## config.mk

```make
export PLATFORM = sky130hd
export DESIGN_NAME = clk_rate_detector_flat
export DESIGN_NICKNAME = d
export VERILOG_FILES = /design/src/rtl/clk_rate_detector_pkg.sv /design/src/rtl/clk_rate_detector_if.sv /design/src/rtl/clk_rate_detector_sync_ff.sv /design/src/rtl/clk_rate_detector.sv /design/src/flat_wrapper.sv
export SDC_FILE = /design/constraint.sdc
export NUM_CORES = 1
export LEC_CHECK = 0
export ABC_CLOCK_PERIOD_IN_PS = 3790
export BUFFER_PORTS_ARGS = -buffer_cell sky130_fd_sc_hd__buf_2
export CAP_MARGIN = 20
export CORE_ASPECT_RATIO = 1.2
export CORE_MARGIN = 3
export CORE_UTILIZATION = 35
export DETAILED_ROUTE_END_ITERATION = 10
export MAX_ROUTING_LAYER = met4
export PLACE_DENSITY = 0.55
export SYNTH_ARGS = -nofsm -noshare
export SYNTH_HDL_FRONTEND = slang
export SYNTH_SLANG_ARGS = --single-unit
```

## constraint.sdc

```tcl
create_clock -name inClk -period 3.79 [get_ports inClk]
set_clock_uncertainty 0.05 [all_clocks]
set_input_delay 0.1895 -clock inClk [delete_from_list [all_inputs] [get_ports inClk]]
set_output_delay 0.1895 -clock inClk [all_outputs]
set_load 0.01 [all_outputs]
```

## src/rtl/clk_rate_detector_pkg.sv

```systemverilog
// Shared types, defaults and period-decoding helpers for the clock rate detector.
package clk_rate_pkg;

    localparam int MAX_N_DEF       = 11;
    localparam int CNT_W_DEF       = 13;
    localparam int SYNC_STAGES_DEF = 2;

    typedef enum logic [1:0] {
        IDLE    = 2'd0,
        FIRST   = 2'd1,
        MEASURE = 2'd2,
        LOCKED  = 2'd3
    } state_e;

    function automatic logic is_pow2(input logic [15:0] p);
        return (p != 16'd0) && ((p & (p - 16'd1)) == 16'd0);
    endfunction

    // Index of the highest set bit; only meaningful when is_pow2(p) holds.
    function automatic logic [3:0] log2_exact(input logic [15:0] p);
        logic [3:0] r;
        r = 4'd0;
        for (int i = 0; i < 16; i++) begin
            if (p[i]) r = i[3:0];
        end
        return r;
    endfunction

endpackage

```

## src/rtl/clk_rate_detector_if.sv

```systemverilog
// Measured clock input and rate report outputs of the clock rate detector.
interface clk_rate_detector_if;
    import clk_rate_pkg::*;

    logic       measClk;
    logic [3:0] nOut;
    logic       valid;
    logic       err;
    logic       noClk;
    logic       update;
    state_e     state;

    // valid and noClk are levels; err and update are single-cycle pulses, and
    // nOut is only meaningful as "last locked exponent" when valid is low.
    modport slave (
        input  measClk,
        output nOut, valid, err, noClk, update, state
    );

    modport master (
        output measClk,
        input  nOut, valid, err, noClk, update, state
    );

endinterface

```

## src/rtl/clk_rate_detector_sync_ff.sv

```systemverilog
// Multi-stage synchroniser bringing an asynchronous level into the local clock domain.
module sync_ff #(
    parameter int STAGES = 2
) (
    input  logic clk_i,
    input  logic rst_n_i,
    input  logic d_i,
    output logic q_o
);

    logic [STAGES-1:0] chain_q;

    always_ff @(posedge clk_i or negedge rst_n_i) begin
        if (!rst_n_i) begin
            chain_q <= '0;
        end else begin
            chain_q[0] <= d_i;
            for (int i = 1; i < STAGES; i++) begin
                chain_q[i] <= chain_q[i-1];
            end
        end
    end

    assign q_o = chain_q[STAGES-1];

endmodule

```

## src/rtl/clk_rate_detector.sv

```systemverilog
// Measures the period of a power-of-two divided clock and reports its exponent once stable.
module clk_rate_detector
    import clk_rate_pkg::*;
#(
    parameter int MAX_N       = MAX_N_DEF,
    parameter int CNT_W       = CNT_W_DEF,
    parameter int SYNC_STAGES = SYNC_STAGES_DEF
) (
    input  logic               inClk,
    input  logic               rstN,
    clk_rate_detector_if.slave bus
);

    localparam logic [CNT_W-1:0] CNT_ONE = CNT_W'(1);
    localparam logic [CNT_W-1:0] CNT_SAT = CNT_W'(1) << (MAX_N + 1);
    localparam logic [3:0]       MAX_K   = 4'(MAX_N);

    logic             s, s_prev_q, rise, fall, sat;
    logic [CNT_W-1:0] cnt_q, cnt_d, hi_run_q, hi_run_d, hi_cap_q, hi_cap_d;
    logic [3:0]       k;
    logic             bad;

    state_e     state_q, state_d;
    logic [3:0] kprev_q, kprev_d, nout_q, nout_d;
    logic       valid_q, valid_d, err_q, err_d, noclk_q, noclk_d, update_q, update_d;

    sync_ff #(.STAGES(SYNC_STAGES)) u_sync (
        .clk_i   (inClk),
        .rst_n_i (rstN),
        .d_i     (bus.measClk),
        .q_o     (s)
    );

    assign rise = s & ~s_prev_q;
    assign fall = ~s & s_prev_q;
    // A rise landing on the saturated count still counts as an edge; its period decodes as bad.
    assign sat  = (cnt_q == CNT_SAT) && !rise;

    assign cnt_d    = rise ? CNT_ONE : ((cnt_q == CNT_SAT) ? cnt_q : cnt_q + CNT_ONE);
    assign hi_run_d = rise ? CNT_ONE
                    : ((s && hi_run_q != CNT_SAT) ? hi_run_q + CNT_ONE : hi_run_q);
    assign hi_cap_d = fall ? hi_run_q : hi_cap_q;

    assign k   = log2_exact(16'(cnt_q));
    assign bad = !is_pow2(16'(cnt_q)) || (k == 4'd0) || (k > MAX_K)
               || (hi_cap_q != (cnt_q >> 1));

    always_ff @(posedge inClk or negedge rstN) begin
        if (!rstN) begin
            s_prev_q <= 1'b0;
            cnt_q    <= '0;
            hi_run_q <= '0;
            hi_cap_q <= '0;
            state_q  <= IDLE;
            kprev_q  <= 4'd0;
            nout_q   <= 4'd0;
            valid_q  <= 1'b0;
            err_q    <= 1'b0;
            noclk_q  <= 1'b0;
            update_q <= 1'b0;
        end else begin
            s_prev_q <= s;
            cnt_q    <= cnt_d;
            hi_run_q <= hi_run_d;
            hi_cap_q <= hi_cap_d;
            state_q  <= state_d;
            kprev_q  <= kprev_d;
            nout_q   <= nout_d;
            valid_q  <= valid_d;
            err_q    <= err_d;
            noclk_q  <= noclk_d;
            update_q <= update_d;
        end
    end

    always_comb begin
        state_d  = state_q;
        kprev_d  = kprev_q;
        nout_d   = nout_q;
        valid_d  = valid_q;
        noclk_d  = noclk_q;
        err_d    = 1'b0;
        update_d = 1'b0;

        if (rise) noclk_d = 1'b0;

        case (state_q)
            IDLE: begin
                if (rise) state_d = FIRST;
            end
            FIRST: begin
                if (rise) begin
                    if (bad) begin
                        err_d = 1'b1;
                    end else begin
                        kprev_d = k;
                        state_d = MEASURE;
                    end
                end
            end
            MEASURE: begin
                if (rise) begin
                    if (bad) begin
                        err_d   = 1'b1;
                        state_d = FIRST;
                    end else if (k == kprev_q) begin
                        nout_d   = k;
                        valid_d  = 1'b1;
                        update_d = 1'b1;
                        state_d  = LOCKED;
                    end else begin
                        kprev_d = k;
                    end
                end
            end
            LOCKED: begin
                if (rise && (bad || k != kprev_q)) begin
                    valid_d = 1'b0;
                    err_d   = 1'b1;
                    state_d = MEASURE;
                    if (!bad) kprev_d = k;
                end
            end
            default: state_d = IDLE;
        endcase

        if (sat) begin
            noclk_d  = 1'b1;
            valid_d  = 1'b0;
            err_d    = 1'b0;
            update_d = 1'b0;
            state_d  = IDLE;
        end
    end

    assign bus.nOut   = nout_q;
    assign bus.valid  = valid_q;
    assign bus.err    = err_q;
    assign bus.noClk  = noclk_q;
    assign bus.update = update_q;
    assign bus.state  = state_q;

endmodule
```

## src/flat_wrapper.sv

```systemverilog
// flat-port wrapper written by rule: the top's interface ports become plain ports
module clk_rate_detector_flat import clk_rate_pkg::*;
#(
    parameter int MAX_N       = MAX_N_DEF,
    parameter int CNT_W       = CNT_W_DEF,
    parameter int SYNC_STAGES = SYNC_STAGES_DEF
)
  (inClk, rstN, bus_measClk, bus_nOut, bus_valid, bus_err, bus_noClk, bus_update, bus_state);
  clk_rate_detector_if bus_i ();
  input  logic inClk;
  input  logic rstN;
  input wire logic [$bits(bus_i.measClk)-1:0] bus_measClk;
  output wire logic [$bits(bus_i.nOut)-1:0] bus_nOut;
  output wire logic [$bits(bus_i.valid)-1:0] bus_valid;
  output wire logic [$bits(bus_i.err)-1:0] bus_err;
  output wire logic [$bits(bus_i.noClk)-1:0] bus_noClk;
  output wire logic [$bits(bus_i.update)-1:0] bus_update;
  output wire logic [$bits(bus_i.state)-1:0] bus_state;
  assign bus_i.measClk = bus_measClk;
  assign bus_nOut = bus_i.nOut;
  assign bus_valid = bus_i.valid;
  assign bus_err = bus_i.err;
  assign bus_noClk = bus_i.noClk;
  assign bus_update = bus_i.update;
  assign bus_state = bus_i.state;
  clk_rate_detector #(.MAX_N(MAX_N), .CNT_W(CNT_W), .SYNC_STAGES(SYNC_STAGES)) u_core (.inClk(inClk), .rstN(rstN), .bus(bus_i));
endmodule
```

==> results of run 1 <==
## per-stage QoR
stage	cell area, um2	hold slack (ps)
after floorplan	3120	-156
after global routing	3380	318
after detailed placement	3260	249
final	3380	312
after global placement	3260	249
after CTS	3380	316
## registers in the layout, indices dropped and copies added (netlist names)
signal / cells
u_core.cnt_q: 13
u_core.hi_cap_q: 13
u_core.hi_run_q: 13
u_core.bus.nOut: 4
u_core.kprev_q: 4
u_core.bus.state: 2
u_core.u_sync.chain_q: 2
u_core.bus.err: 1
u_core.bus.noClk: 1
u_core.bus.update: 1
u_core.bus.valid: 1
u_core.s_prev_q: 1
## final cells by class
cell class,instances,area share [%]
Clock buffer,6,2.45
Timing Repair Buffer,16,2.82
Inverter,18,2.00
Multi-Input combinational cell,234,46.4
Sequential cell,56,41.5
Tap cell,117,4.33
Clock inverter,2,0.519
## how the worst min path moves through the flow
stage / startpoint / end / slack, ps
after floorplan: rstN / u_core.bus.err$_DFF_PN0_ / -160
after global placement: bus_measClk / u_core.u_sync.chain_q[0]$_DFF_PN0_ / 250
after detailed placement: bus_measClk / u_core.u_sync.chain_q[0]$_DFF_PN0_ / 250
after CTS: u_core.u_sync.chain_q[0]$_DFF_PN0_ / u_core.u_sync.chain_q[1]$_DFF_PN0_ / 320
after global routing: u_core.u_sync.chain_q[0]$_DFF_PN0_ / u_core.u_sync.chain_q[1]$_DFF_PN0_ / 320
final: u_core.u_sync.chain_q[0]$_DFF_PN0_ / u_core.u_sync.chain_q[1]$_DFF_PN0_ / 310
## where the power goes
part	internal, mW	switching, mW
combinational	0.264	0.357
sequential	0.670	0.0901
clock	0.154	0.209
## cells in the mapped netlist, types with 3 or more instances
cell	instances	area, um2
nand3_1	15	75.1
nor3_1	8	40.0
inv_1	17	63.8
buf_6	3	33.8
dfrtp_1	56	1400
mux2_2	8	90.1
buf_2	6	30.0
o31ai_1	4	30.0
nor2_1	32	120
ha_1	10	125
and3_1	3	18.8
or3_1	9	56.3
a211oi_1	4	30.0
xor2_1	11	96.3
xnor2_1	15	131
nor4_1	5	31.3
o21ai_0	22	110
mux2_1	8	90.1
nand2_1	32	120
a21oi_1	8	40.0
nand2b_1	5	31.3
nand4_1	4	25.0
mux2i_1	3	30.0
clkbuf_1	6	22.5
## repair_timing
item	in CTS	in global routing
hold buffers	2	0
hold endpoints to repair	39	0
buffers inserted	0	0
setup endpoints to repair	0	0
## cells by family after synthesis
kind of cell / Yosys count / share of synthesized area [%]
DFF: 56 / 44.9
buffers and inverters: 33 / 4.93
xor gates and xnor gates: 26 / 7.30
muxes: 19 / 6.74
and+or+nand+nor: 127 / 21.3
AOI/OAI and AO/OA: 52 / 10.8
adders and majority gates: 10 / 4.01
## layer usage
layer / GRT usage (%) / up-vias
met2: 22.5 / 42
met4: 4.14 / 0
met1: 18.3 / 1068
met3: 2.53 / 11
li1: - / 1143
met5: - / -
## layout by cell type (no fill, tap or decap), types with 9 or more instances in the layout
| cell | count |
|---|---|
| or3_1 | 9 |
| nand3_1 | 15 |
| xor2_1 | 11 |
| nor2_1 | 31 |
| nand2_1 | 32 |
| dfrtp_1 | 56 |
| o21ai_0 | 22 |
| buf_2 | 12 |
| ha_1 | 10 |
| inv_1 | 17 |
| xnor2_1 | 15 |
==> key figures, run 1 <==
Setup path
  – CP startpoint: u_core.cnt_q[1]$_DFFE_PN0N_
  – CP max FO: 8
  – Setup crit start kind: register
  – Crit end category: register
  – Worst Path Buf+Inv: 0
  – Critical path class: reg -> reg
  – FF-to-FF path depth: 9
  – Critical path arrival: 3220 ps
  – Crit Reg-Reg Startpoint: u_core.cnt_q[1]$_DFFE_PN0N_
  – R2R Path End: u_core.bus.state[1]$_DFFE_PN0P_
  – Critical path's top delay family: simple AND/OR/NAND/NOR gates
  – Critical path depth: 9
  – Slowest CP cell: or3_1
  – Critical path cell sequence: ha_1 > nor4_2 > nand3_1 > nor4_1 > nand4_1 > or3_1 > and3_4 > or4_1 > o31ai_1
  – CP max stage delay: 500 ps
  – Required time worst endpoint: 3960 ps
  – Worst setup path end: u_core.bus.state[1]$_DFFE_PN0P_
  – Reg-to-reg slack, setup: 740 ps

Timing
  – Min Tclk post-route: 3050 ps
  – Peak Freq: 328 MHz
  – Worst-margin pin slew: 749 ps
  – Fin. max-slew vios: 0
  – Final WS setup: 742 ps
  – Slew HR: 49.5%
  – Final setup fails: 0
  – Setup TNS: 0 ps
  – Final worst path period share: 80.4%
  – Final Hold Fails: 0
  – RSZ-0062 raised after global routing: no

Routing
  – DRC: 0
  – ANT nets after route: 0
  – Top sig layer: met4
  – Wirelength per Cell: 14.3 um
  – First-pass detailed-route iteration total: 4
  – Vias: 2264
  – Met2 routed WL: 3040 um
  – DR iter-0 viols: 157
  – Via-per-instance ratio: 5.04
  – Routed WL: 6400 um
  – Met1 Wirelength: 3050 um
  – WL met3: 198 um

Hold path
  – Hold path cells: 0
  – Worst Hold Class: reg -> reg

Synth
  – Post-synth ARST share: 100%
  – Post-synth EDFFs: 0
  – Cells after Synth: 323
  – Yosys warns: 0
  – Seq/Total Area, Yosys: 44.9%
  – Synth Net Count: 336
  – Synthesized area per cell: 9.66 um2
  – Register bit total from synthesis: 56
  – Post-synth top flop: dfrtp_1
  – Post-Syn Area: 0.00312 mm2
  – Distinct cells, synth: 47

Pwr
  – Leak: 1.51 nW
  – Design Power: 1.74 mW
  – Peak VDD IR: 193 uV
  – Power Dens Cells: 516 mW/mm2

Clocking
  – Worst-skew pair later-pin latency: 310 ps
  – H-tree levels: 2
  – CTS tree: done
  – Post-cts repair resize count: 0
  – Clock sink count: 56
  – Clock-pin slew on the worst setup and hold paths: 100 ps
  – Num CTS Buffers: 5
  – Clk buf depth: 2
  – CTS root buf: clkbuf_8

Placement
  – DP HPWL: 4570 um
  – Gp weighted congestion: 0.855
  – Port Buf Inserts: 12
  – Placed insts: 439
  – Pre-CTS WS: 770 ps

Global routing
  – Antenna violations before repair: 0
  – First-pass GRT wire length: 11100 um
  – Gr usage total: 14.1%
  – Vias in the first global route: 2212
  – Largest net degree at the start of global routing: 57
  – Gr ovfl total: 0

Die
  – Initial Utilization: 36.2%
  – Die height: 109 um
  – Die area: 0.0101 mm2
  – Row count: 37
  – Horiz. Die Dim: 92.2 um
  – # IOs: 13
  – Core area: 0.00861 mm2

Final layout
  – Area of the multi-input gates: 0.00157 mm2
  – Share of cells above drive strength 1: 11.7%
  – Finished Layout Cells: 449
  – Seq. cell area: 0.00140 mm2
  – Fillcell total: 878
  – Area growth, synth to finish: 8.26%
  – Final Util: 39.2%
  – Final layout net count: 344
  – Antenna fix cells: 0

Run status
  – Status: finished, final reports clean

Flow run
  – Maxcap violations: 0
(Power assumes the default switching activity.)
==> inputs of run 2 (changes only) <==
Settings changed: ABC_CLOCK_PERIOD_IN_PS 3790 to 2900.
Clock period 3.79 ns to 2.9 ns, I/O delays scaled along.
==> run 2 against run 1 <==
Sequential share of layout area down 1.3 points. Global-route usage up 0.10 points. Die area unchanged. Utilization up 1.3 points. Final area up 3.3%.
==> key figures, run 2 (synthesis results as in run 1) <==
Routing
  – Via-per-instance ratio: 4.95
  – Wirelength per Cell: 14.1 um
  – DRC: 0
  – Routed WL: 6530 um
  – ANT nets after route: 0
  – Vias: 2293
  – First-pass detailed-route iteration total: 4
  – DR iter-0 viols: 94

Final layout
  – Final instance area: 0.00349 mm2
  – Fillcell total: 862
  – Area growth, synth to finish: 11.9%
  – Top flop regs: u_core.cnt_q x13, u_core.hi_cap_q x13, u_core.hi_run_q x13
  – Most frequent cells in the layout: dfrtp_1 (55), nand2_1 (32), nor2_1 (31), o21ai_0 (22), inv_1 (17)
  – Final layout net count: 358
  – Finished Layout Cells: 463
  – Share of cells above drive strength 1: 16.2%
  – Commonest non-fill, non-tap cell in the layout: dfrtp_1
  – Antenna fix cells: 0

Clocking
  – Clock sink count: 56
  – CTS root buf: clkbuf_8
  – Clock-pin slew on the worst setup and hold paths: 100 ps
  – H-tree levels: 2
  – Worst-skew pair later-pin latency: 310 ps
  – Num CTS Buffers: 5
  – CTS tree: done
  – Clk buf depth: 2

Die
  – # IOs: 13
  – Die area: 0.0101 mm2
  – Die height: 109 um
  – Row count: 37
  – Initial Utilization: 36.2%
  – Core area: 0.00861 mm2
  – Horiz. Die Dim: 92.2 um

Hold path
  – Worst Hold Class: in -> async

Timing
  – Final setup fails: 0
  – Final Hold Fails: 0
  – Hold slack: 236 ps
  – Worst-margin pin slew: 572 ps
  – Slew HR: 61.7%
  – Fin. max-slew vios: 0
  – Peak Freq: 356 MHz
  – Min Tclk post-route: 2810 ps
  – Setup TNS: 0 ps
  – Final worst path period share: 96.9%
  – RSZ-0062 raised after global routing: yes

Flow run
  – Maxcap violations: 0

Setup path
  – CP dominant cell by count: nor4_2
  – Reg-to-reg slack, setup: 90 ps
  – CP max stage delay: 420 ps
  – Crit Reg-Reg Startpoint: u_core.cnt_q[0]$_DFFE_PN0N_
  – Required time worst endpoint: 3070 ps
  – Critical path arrival: 2980 ps
  – Critical path class: reg -> reg
  – Slowest CP cell: or3_4
  – Critical path cell sequence: ha_1 > nor4_2 > nand3_1 > nor4_2 > nand4_1 > or3_4 > and3_4 > or4_1 > o31ai_1
  – Crit end category: register
  – CP max FO: 4
  – FF-to-FF path depth: 9
  – Setup crit start kind: register
  – CP startpoint: u_core.cnt_q[0]$_DFFE_PN0N_

Placement
  – Placed insts: 451
  – Gp weighted congestion: 0.884
  – Placed Area: 0.00335 mm2
  – DP HPWL: 4880 um
  – Port Buf Inserts: 12

Global routing
  – Largest net degree at the start of global routing: 40
  – Vias in the first global route: 2282
  – First-pass GRT wire length: 11100 um
  – Antenna violations before repair: 0
  – Gr usage total: 14.2%
  – Gr ovfl total: 0

Pwr
  – Peak VDD IR: 262 uV
  – Design Power: 2.30 mW
  – Leak: 1.58 nW
  – Power Dens Cells: 659 mW/mm2

Run status
  – Status: finished, final reports clean
## run 2: repair_timing
| item | in CTS | in global routing |
|---|---|---|
| hold endpoints to repair | 18 | 0 |
| hold buffers | 2 | 0 |
| buffers inserted | 0 | 2 |
| setup endpoints to repair | 0 | 10 |
| resized for setup | 0 | 4 |
## run 2: metal layers
metal / track usage [%] / up-vias / wire (um)
li1: - / 1164 / -
met1: 17.5 / 1082 / 3090
met2: 23.2 / 33 / 3090
met3: 2.26 / 14 / 180
met4: 5.84 / 0 / 174
met5: - / - / 0
## run 2: worst paths after layout
path                                                       to
setup reg to reg              u_core.bus.state[1]$_DFFE_PN0P_
hold / removal                 u_core.bus.nOut[3]$_DFFE_PN0P_
setup / recovery              u_core.bus.state[1]$_DFFE_PN0P_
max in group asynchronous         u_core.cnt_q[9]$_DFFE_PN0N_
min in group inClk         u_core.u_sync.chain_q[1]$_DFF_PN0_
hold reg to reg            u_core.u_sync.chain_q[1]$_DFF_PN0_
## run 2: per-stage QoR
step / setup WS [ps] / util (%)
detailed placement: 67.6 / 38.9
floorplan: 140 / -
global route: -59.3 / 40.5
global placement: 119 / 38.9
finish: 91.1 / 40.5
CTS: 47.5 / 40.1
## run 2: critical path, delay by kind of cell (launching register included)
kind	cells	cell delay [ps]
simple gates	7	1840
flops	1	410
fa+ha+maj	1	230
compound gates	1	200
## run 2: where the power goes
part / internal (mW) / switching [mW] / leakage [nW]
combinational: 0.392 / 0.481 / 0.778
sequential: 0.876 / 0.104 / 0.753
clock: 0.178 / 0.268 / 0.0462
total: 1.45 / 0.853 / 1.58
## run 2: final cells by class
class                           count  area [um2]  area share (%)
Clock buffer                        6        72.6            2.08
Clock inverter                      2        17.5           0.502
Inverter                           18        67.6            1.94
Multi-Input combinational cell    234        1580            45.4
Sequential cell                    56        1400            40.2
Tap cell                          117         146            4.20
Timing Repair Buffer               30         200            5.74
==> inputs of run 3 (changes only) <==
Settings changed: HOLD_SLACK_MARGIN set to 0.05, PLACE_DENSITY 0.55 to unset.
==> run 3 against run 2 <==
Critical path depth did not move. Non-clock buffer count fell by 1. Total power rose by 1.6%. Maximum frequency fell by 0.49%. Critical endpoint unchanged. Largest cell class unchanged.
==> key figures, run 3 (synthesis results as in run 1) <==
Run status
  – Status: finished, final reports clean

Die
  – # IOs: 13
  – Die height: 109 um
  – Core area: 0.00861 mm2
  – Horiz. Die Dim: 92.2 um
  – Die area: 0.0101 mm2
  – Initial Utilization: 36.2%
  – Row count: 37

Global routing
  – Largest net degree at the start of global routing: 32
  – Gr ovfl total: 0
  – Vias in the first global route: 2378
  – Antenna violations before repair: 0
  – Gr usage total: 14.3%
  – First-pass GRT wire length: 11400 um

Pwr
  – Peak VDD IR: 263 uV
  – Leak: 1.59 nW
  – Design Power: 2.34 mW
  – Power Dens Cells: 664 mW/mm2

Flow run
  – Maxcap violations: 0

Setup path
  – Slowest CP cell: or3_4
  – FF-to-FF path depth: 9
  – Critical path arrival: 2990 ps
  – Critical path class: reg -> reg
  – Crit end category: register
  – Critical path depth: 9
  – Critical path cell sequence: ha_1 > nor4_2 > nand3_1 > nor4_2 > nand4_1 > or3_4 > and3_4 > or4_1 > o31ai_1
  – Worst Path Buf+Inv: 0
  – CP max FO: 6
  – CP max stage delay: 430 ps
  – CP dominant cell by count: nor4_2
  – Required time worst endpoint: 3070 ps
  – Setup crit start kind: register
  – Critical path's top delay family: simple AND/OR/NAND/NOR gates

Final layout
  – Share of cells above drive strength 1: 17.4%
  – Final Util: 40.8%
  – Area growth, synth to finish: 12.7%
  – Final instance area: 0.00352 mm2
  – Final layout net count: 357
  – Most frequent cells in the layout: dfrtp_1 (55), nor2_1 (31), nand2_1 (31), o21ai_0 (22), inv_1 (17)
  – Top flop regs: u_core.cnt_q x13, u_core.hi_cap_q x13, u_core.hi_run_q x13
  – Antenna fix cells: 0
  – Finished Layout Cells: 462
  – Commonest non-fill, non-tap cell in the layout: dfrtp_1

Clocking
  – CTS root buf: clkbuf_8
  – Num CTS Buffers: 5
  – Worst-skew pair later-pin latency: 310 ps
  – H-tree levels: 2
  – CTS tree: done
  – Clock-pin slew on the worst setup and hold paths: 100 ps
  – Clock sink count: 56
  – Clk buf depth: 2

Routing
  – First-pass detailed-route iteration total: 4
  – ANT nets after route: 0
  – Via-per-instance ratio: 5.02
  – Routed WL: 6550 um
  – Wirelength per Cell: 14.2 um
  – DRC: 0
  – DR iter-0 viols: 202
  – Vias: 2321

Hold path
  – Hold path cells: 0
  – Worst Hold Class: reg -> reg

Placement
  – Gp weighted congestion: 0.832
  – DP HPWL: 4810 um
  – Port Buf Inserts: 12
  – Pre-CTS WS: 57.4 ps
  – Placed Area: 0.00334 mm2
  – Placed insts: 450

Timing
  – Min Tclk post-route: 2820 ps
  – Slew HR: 54.2%
  – Final worst path period share: 97.3%
  – Final WS setup: 77.2 ps
  – Fin. max-slew vios: 0
  – Final Hold Fails: 0
  – Peak Freq: 354 MHz
  – Setup TNS: 0 ps
  – Worst-margin pin slew: 687 ps
  – Final setup fails: 0
  – Hold slack: 311 ps
==> run 3: area by class of cell <==
class | instances | area, um2
Fill cell | 865 | 5090
Clock inverter | 3 | 21.3
Multi-Input combinational cell | 234 | 1620
Sequential cell | 56 | 1400
Clock buffer | 5 | 68.8
Inverter | 18 | 67.6
Tap cell | 117 | 146
Timing Repair Buffer | 29 | 193
==> run 3: report_power, final <==
group / total [mW] / switching [mW] / internal [mW]
combinational: 0.917 / 0.514 / 0.402
sequential: 0.982 / 0.106 / 0.876
clock: 0.437 / 0.265 / 0.172
total: 2.34 / 0.886 / 1.45
==> run 3: what timing repair did <==
item / 4_1_cts / 5_1_grt
setup buffers: 0 / 2
hold buffers: 2 / 0
endpoints found under the hold margin: 31 / 0
setup endpoints to repair: 0 / 10
resized for setup: 0 / 10
==> run 3: final timing paths <==
kind,from,end,slack [ps]
setup / recovery,u_core.cnt_q[0]$_DFFE_PN0N_,u_core.bus.state[1]$_DFFE_PN0P_,80
hold / removal,u_core.u_sync.chain_q[0]$_DFF_PN0_,u_core.u_sync.chain_q[1]$_DFF_PN0_,310
setup reg to reg,u_core.cnt_q[0]$_DFFE_PN0N_,u_core.bus.state[1]$_DFFE_PN0P_,80
hold reg to reg,u_core.u_sync.chain_q[0]$_DFF_PN0_,u_core.u_sync.chain_q[1]$_DFF_PN0_,310
max in group asynchronous,rstN,u_core.cnt_q[11]$_DFFE_PN0N_,1640
min in group asynchronous,rstN,u_core.bus.nOut[0]$_DFFE_PN0P_,340
==> run 3: worst reg2reg max path, stage by stage (launching register included) <==
cell and delay (ps):
dfrtp_1 410, ha_1 230, nor4_2 240, nand3_1 120, nor4_2 290, nand4_1 150
or3_4 430, and3_4 180, or4_1 400, o31ai_1 230
==> run 3: per-layer routing <==
layer / track usage [%] / share of wire, % / vias to the layer above
li1: - / - / 1163
met1: 18.2 / 46 / 1109
met2: 24.5 / 50 / 41
met3: 2.05 / 2.6 / 8
met4: 3.29 / 1.2 / 0
met5: - / 0 / -
